$ cat src/rtl/debouncer_pkg.sv
// Shared types and constants for the multi-channel debouncer.
package debouncer_pkg;

  typedef enum logic [1:0] {
    STABLE   = 2'd0,
    CHECKING = 2'd1,
    LOCKOUT  = 2'd2
  } deb_state_e;

  localparam logic MODE_INTEGRATE = 1'b0;
  localparam logic MODE_LOCKOUT   = 1'b1;

endpackage

$ cat src/rtl/debounce_channel.sv
// Single debouncer channel: synchroniser, integrate/lockout FSM, edge pulses.
// Long-press hold counter is present only when DEBOUNCER_LONG_PRESS_EN is defined.
module debounce_channel
  import debouncer_pkg::*;
#(
  parameter int unsigned W           = 24,
  parameter int unsigned SYNC_STAGES = 2
) (
  input  logic         i_clock,
  input  logic         i_reset,
  input  logic [W-1:0] i_threshold,
  input  logic         i_mode,
  input  logic         i_bouncing,
`ifdef DEBOUNCER_LONG_PRESS_EN
  input  logic [W-1:0] i_long_press_counter,
  output logic         o_long_press_pulse,
`endif
  output logic         o_debounced,
  output logic         o_rise_pulse,
  output logic         o_fall_pulse,
  output logic         o_change_c
);

  logic [SYNC_STAGES-1:0] sync_q;
  deb_state_e             state_q, state_d;
  logic [W-1:0]           cnt_q, cnt_d;
  logic [W-1:0]           thr_q, thr_d;
  logic                   deb_q, rise_q, fall_q;
  logic                   mismatch;
  logic                   flip;

  always_ff @(posedge i_clock) begin
    if (i_reset) begin
      sync_q <= '0;
    end else begin
      sync_q <= {sync_q[SYNC_STAGES-2:0], i_bouncing};
    end
  end

  assign mismatch = sync_q[SYNC_STAGES-1] ^ deb_q;

  // Counters start at 1 on entry so the entry edge counts towards T.
  always_comb begin
    state_d = state_q;
    cnt_d   = cnt_q;
    thr_d   = thr_q;
    flip    = 1'b0;
    unique case (state_q)
      STABLE: begin
        cnt_d = '0;
        if (mismatch) begin
          thr_d = i_threshold;
          if (i_threshold == '0) begin
            flip = 1'b1;
          end else if (i_mode == MODE_LOCKOUT) begin
            flip    = 1'b1;
            state_d = LOCKOUT;
            cnt_d   = W'(1);
          end else begin
            state_d = CHECKING;
            cnt_d   = W'(1);
          end
        end
      end
      CHECKING: begin
        if (!mismatch) begin
          state_d = STABLE;
          cnt_d   = '0;
        end else if (cnt_q == thr_q) begin
          flip    = 1'b1;
          state_d = STABLE;
          cnt_d   = '0;
        end else begin
          cnt_d = cnt_q + W'(1);
        end
      end
      LOCKOUT: begin
        if (cnt_q == thr_q) begin
          state_d = STABLE;
          cnt_d   = '0;
        end else begin
          cnt_d = cnt_q + W'(1);
        end
      end
      default: begin
        state_d = STABLE;
        cnt_d   = '0;
      end
    endcase
  end

  always_ff @(posedge i_clock) begin
    if (i_reset) begin
      state_q <= STABLE;
      cnt_q   <= '0;
      thr_q   <= '0;
      deb_q   <= 1'b0;
      rise_q  <= 1'b0;
      fall_q  <= 1'b0;
    end else begin
      state_q <= state_d;
      cnt_q   <= cnt_d;
      thr_q   <= thr_d;
      deb_q   <= deb_q ^ flip;
      rise_q  <= flip & ~deb_q;
      fall_q  <= flip & deb_q;
    end
  end

  assign o_debounced  = deb_q;
  assign o_rise_pulse = rise_q;
  assign o_fall_pulse = fall_q;
  assign o_change_c   = flip;

`ifdef DEBOUNCER_LONG_PRESS_EN
  logic [W-1:0] hold_q, hold_d;
  logic         lp_q, lp_d;

  // Hold counter saturates at the long-press count, so one pulse per press.
  always_comb begin
    hold_d = hold_q;
    lp_d   = 1'b0;
    if (flip) begin
      hold_d = '0;
    end else if (deb_q && (hold_q < i_long_press_counter)) begin
      hold_d = hold_q + W'(1);
      lp_d   = (hold_d == i_long_press_counter);
    end
  end

  always_ff @(posedge i_clock) begin
    if (i_reset) begin
      hold_q <= '0;
      lp_q   <= 1'b0;
    end else begin
      hold_q <= hold_d;
      lp_q   <= lp_d;
    end
  end

  assign o_long_press_pulse = lp_q;
`endif

endmodule

$ cat src/rtl/multi_channel_debouncer.sv
// N-channel debouncer top: one debounce_channel per input plus a registered any-change flag.
// Optional long-press outputs are enabled by DEBOUNCER_LONG_PRESS_EN.
module multi_channel_debouncer
  import debouncer_pkg::*;
#(
  parameter int unsigned CHANNEL_COUNT          = 13,
  parameter int unsigned DEBOUNCE_COUNTER_WIDTH = 24,
  parameter int unsigned SYNC_STAGES            = 2
) (
  input  logic                              i_clock,
  input  logic                              i_reset,
  input  logic [DEBOUNCE_COUNTER_WIDTH-1:0] i_debounce_counter,
  input  logic [CHANNEL_COUNT-1:0]          i_mode,
  input  logic [CHANNEL_COUNT-1:0]          i_bouncing,
`ifdef DEBOUNCER_LONG_PRESS_EN
  input  logic [DEBOUNCE_COUNTER_WIDTH-1:0] i_long_press_counter,
  output logic [CHANNEL_COUNT-1:0]          o_long_press_pulse,
`endif
  output logic [CHANNEL_COUNT-1:0]          o_debounced,
  output logic [CHANNEL_COUNT-1:0]          o_rise_pulse,
  output logic [CHANNEL_COUNT-1:0]          o_fall_pulse,
  output logic                              o_any_change
);

  logic [CHANNEL_COUNT-1:0] change_c;
  logic                     any_change_q;

  for (genvar ch = 0; ch < CHANNEL_COUNT; ch++) begin : g_ch
    debounce_channel #(
      .W          (DEBOUNCE_COUNTER_WIDTH),
      .SYNC_STAGES(SYNC_STAGES)
    ) u_channel (
      .i_clock             (i_clock),
      .i_reset             (i_reset),
      .i_threshold         (i_debounce_counter),
      .i_mode              (i_mode[ch]),
      .i_bouncing          (i_bouncing[ch]),
`ifdef DEBOUNCER_LONG_PRESS_EN
      .i_long_press_counter(i_long_press_counter),
      .o_long_press_pulse  (o_long_press_pulse[ch]),
`endif
      .o_debounced         (o_debounced[ch]),
      .o_rise_pulse        (o_rise_pulse[ch]),
      .o_fall_pulse        (o_fall_pulse[ch]),
      .o_change_c          (change_c[ch])
    );
  end

  // Registered from the same flip conditions so it lines up with the pulses.
  always_ff @(posedge i_clock) begin
    if (i_reset) begin
      any_change_q <= 1'b0;
    end else begin
      any_change_q <= |change_c;
    end
  end

  assign o_any_change = any_change_q;

endmodule

$ cat config.mk
export PLATFORM = sky130hd
export DESIGN_NAME = multi_channel_debouncer
export DESIGN_NICKNAME = d
export VERILOG_FILES = /design/src/rtl/debouncer_pkg.sv /design/src/rtl/debounce_channel.sv /design/src/rtl/multi_channel_debouncer.sv
export SDC_FILE = /design/constraint.sdc
export NUM_CORES = 2
export LEC_CHECK = 0
export CORE_AREA = 2 2 170 338
export DETAILED_ROUTE_END_ITERATION = 12
export DIE_AREA = 0 0 172 340
export HOLD_SLACK_MARGIN = 0.06
export PLACE_DENSITY = 0.76
export SYNTH_ARGS = -nofsm -noshare
export SYNTH_HDL_FRONTEND = slang
export SYNTH_SLANG_ARGS = --single-unit
$ cat constraint.sdc
create_clock -name i_clock -period 2.2 [get_ports i_clock]
set_input_delay 0.44 -clock i_clock [delete_from_list [all_inputs] [get_ports i_clock]]
set_output_delay 0.44 -clock i_clock [all_outputs]
set_load 0.01 [all_outputs]
==> results.json <==
{
  "clockBufferDepth": 3,
  "cts.sink_count": 716,
  "die_h_um": 340,
  "place.port_buffers": 91,
  "insertedDiodeCount": 0,
  "hold_path_class": "primary input to flip-flop",
  "initial_core_util_pct": 55.3,
  "die_x_um": 172,
  "cellPowerDensity_nw_per_um2": 826,
  "number_of_cts_inserted_buffers": 60,
  "finalSetupViolations": 1,
  "mappedNetlistArea_sq_um": 31000,
  "cts_htree_levels": 2,
  "grt_start_max_net_pins": 80,
  "clk_pin_slew_ps": 70,
  "antenna_found_initial": 1,
  "critical_path.reg2reg.startpoint": "g_ch[6].u_channel.cnt_q[12]$_SDFF_PP0_",
  "critPathRequiredTime_ps": 2690,
  "worstSkewPairLatency_ps": 630,
  "synth_enable_flop_cells": 0,
  "hold_slack_ps": 232,
  "routed_length_per_instance_um": 18.1,
  "worstSetupStartpointType": "flip-flop",
  "floorplan.io_pins": 92,
  "drc_errors": 0,
  "min_from": "i_reset",
  "first_global_vias": 25176,
  "report.final.hold_viol_count": 0,
  "timing_worst_slew_pin_value_ps": 908,
  "slew_violations": 0,
  "vias": 25442,
  "std_cell_rows": 123,
  "nets_final": 3944,
  "grt_first_pass_wirelength_mm": 131,
  "cp_max_fo": 5,
  "post_synth_inst_count": 3654,
  "grt_remaining_overflow": 0,
  "post_layout_nonfiller_instances": 4655,
  "tritoncts": "built",
  "route.final.wire_length_mm": 84.4,
  "timing.slew.headroom_pct": 39.5,
  "number_of_cell_instances_on_the_worst_register_to_register_path": 8,
  "synthDistinctLibCells": 54,
  "violated_checks": "negative setup slack",
  "synthToLayoutAreaGrowth_pct": 18.9,
  "yosys_register_bits": 716,
  "dieArea_sq_um": 58500,
  "critPathArrivalTime_ps": 2730,
  "avgSynthCellArea_sq_um": 8.48,
  "place_inst": 4539,
  "layout.cell_area.non_filler_sq_um": 36800,
  "synth_async_sr_flop_share_pct": 0,
  "gp_congestion": 0.896,
  "synth.yosys.warnings": 0,
  "final.setup.worst_slack_ps": -41.0,
  "overall_routing_resource_usage_pct": 28.5,
  "final.setup_skew_ps": 26.4,
  "antenna_violating_nets_post_route": 0,
  "run_status": "complete, but fails checks",
  "setup.worst_path.end_class": "flip-flop",
  "irDropWorstVdd_mv": 0.725,
  "finalCritPeriodShare_pct": 102,
  "maxCapViolCount": 0,
  "cts-root-buf": "clkbuf_16",
  "synth_top_flop_cell": "dfxtp_1",
  "worst-setup-path-type": "flip-flop to flip-flop",
  "drt_pass1_iterations": 6,
  "core_area_sq_um": 56000,
  "maxClockFrequency_ghz": 0.446,
  "synth.net_count": 3745,
  "cts.hold.buffers_added": 0,
  "vias_per_cell": 5.47,
  "hold_path_depth": 2,
  "synth.yosys.seq_area_share_pct": 46.3,
  "power_leakage_uw": 0.0139,
  "rsz0062_at_grt": "true",
  "detail_route.iter0.violations": 1500,
  "timing.critical_path.from": "g_ch[6].u_channel.cnt_q[12]$_SDFF_PP0_",
  "layout-drive-gt1-share_pct": 12.8,
  "fin_crit_ps": 2240,
  "report.power.total_uw": 30400,
  "dpl-instance-area_sq_um": 34100,
  "place.detailed.hpwl_mm": 56.0
}
-- worst paths after layout --
check	end	slack [ps]
max	o_any_change$_SDFF_PP0_	-40
min	g_ch[3].u_channel.o_debounced$_SDFF_PP0_	230
max reg2reg	o_any_change$_SDFF_PP0_	-40
min reg2reg	g_ch[6].u_channel.sync_q[1]$_SDFF_PP0_	440
-- layer usage --
layer | routed length [um] | track usage, %
met1 | 30800 | 31.6
met2 | 43600 | 51.5
met3 | 4540 | 3.88
met4 | 5550 | 16.1
met5 | 0 | 0
-- cells in the final DEF, fill, tap and decap left out, drive strengths merged, types with 56 or more instances in the layout --
master / Yosys / routed
a21oi: 295 / 295
and3: 71 / 71
buf: 60 / 269
clkbuf: 162 / 81
clkdlybuf4s50: 0 / 72
dfxtp: 716 / 716
mux2i: 59 / 59
nand2: 669 / 669
nand3: 114 / 114
nand4: 90 / 90
nor2: 440 / 440
nor2b: 56 / 56
xnor2: 281 / 281
xor2: 316 / 316
-- registers in the layout (all words and copies together), names as in the netlist --
| signal | cells |
|---|---|
| g_ch.u_channel.cnt_q | 312 |
| g_ch.u_channel.o_rise_pulse | 13 |
| g_ch.u_channel.thr_q | 312 |
| g_ch.u_channel.o_fall_pulse | 13 |
| o_any_change | 1 |
| g_ch.u_channel.o_debounced | 13 |
| g_ch.u_channel.sync_q | 26 |
| g_ch.u_channel.state_q | 26 |
-- worst max-delay path, stage by stage (launching register included) --
cell and delay [ps]:
dfxtp_1 370, xor2_2 210, nor4_4 80, nand4_1 150
nor3_4 80, o211a_1 270, or4_4 590, nor4_4 230
a31oi_1 100
-- logic make-up (layout without fill, tap and decap cells) --
group | after synthesis | in the layout | synth area share, %
multiplexers | 59 | 59 | 1.91
flip-flops | 716 | 716 | 46.3
AND/OR/NAND/NOR | 1626 | 1626 | 23.6
AO/OA/AOI/OAI | 351 | 351 | 5.99
XOR/XNOR | 597 | 597 | 16.9
adder cells (fa/ha/maj) | 39 | 39 | 1.57
buffers and inverters | 266 | 517 | 3.78
-- cell type report --
cell class	instances	area, sq um
Tap cell	750	938
Clock inverter	33	478
Clock buffer	81	1740
Fill cell	4611	19200
Sequential cell	716	14400
Inverter	44	165
Multi-Input combinational cell	2672	15900
Timing Repair Buffer	359	3200
-- through the flow --
stage | setup slack (ps) | utilization [%] | setup TNS, ps
final | -41.0 | 65.8 | -41.0
after global routing | -127 | 65.8 | -442
after CTS | -32.8 | 64.9 | -32.8
after detailed placement | -954 | 60.9 | -35800
after global placement | -951 | 60.9 | -35140
after floorplan | 133 | - | 0
-- cell usage after synthesis (44+ instances only) --
| cell type | n | share of area (%) |
|---|---|---|
| nor4_1 | 53 | 1.1 |
| xor2_1 | 316 | 8.9 |
| xnor2_1 | 281 | 7.9 |
| nor3_1 | 47 | 0.76 |
| nand2_1 | 669 | 8.1 |
| and3_1 | 69 | 1.4 |
| dfxtp_1 | 716 | 46 |
| nor2_1 | 437 | 5.3 |
| mux2i_1 | 59 | 1.9 |
| nand4_1 | 87 | 1.8 |
| a21oi_1 | 295 | 4.8 |
| nor2b_1 | 56 | 1.1 |
| nand3_1 | 112 | 1.8 |
| inv_1 | 44 | 0.53 |
| clkbuf_1 | 160 | 1.9 |
-- where the power goes --
| part | internal (uW) | switching [uW] | total [uW] |
|---|---|---|---|
| Clock | 6870 | 5010 | 11900 |
| Combinational | 1810 | 2600 | 4410 |
| Sequential | 13600 | 513 | 14100 |
| Total | 22300 | 8120 | 30400 |
-- timing repair --
item                       in CTS  in global routing
setup endpoints to repair      44                 40
gates resized for setup        18                112
buffers inserted                0                  3
pin swaps                      10                 41
Power figures use the tool's default switching activity.
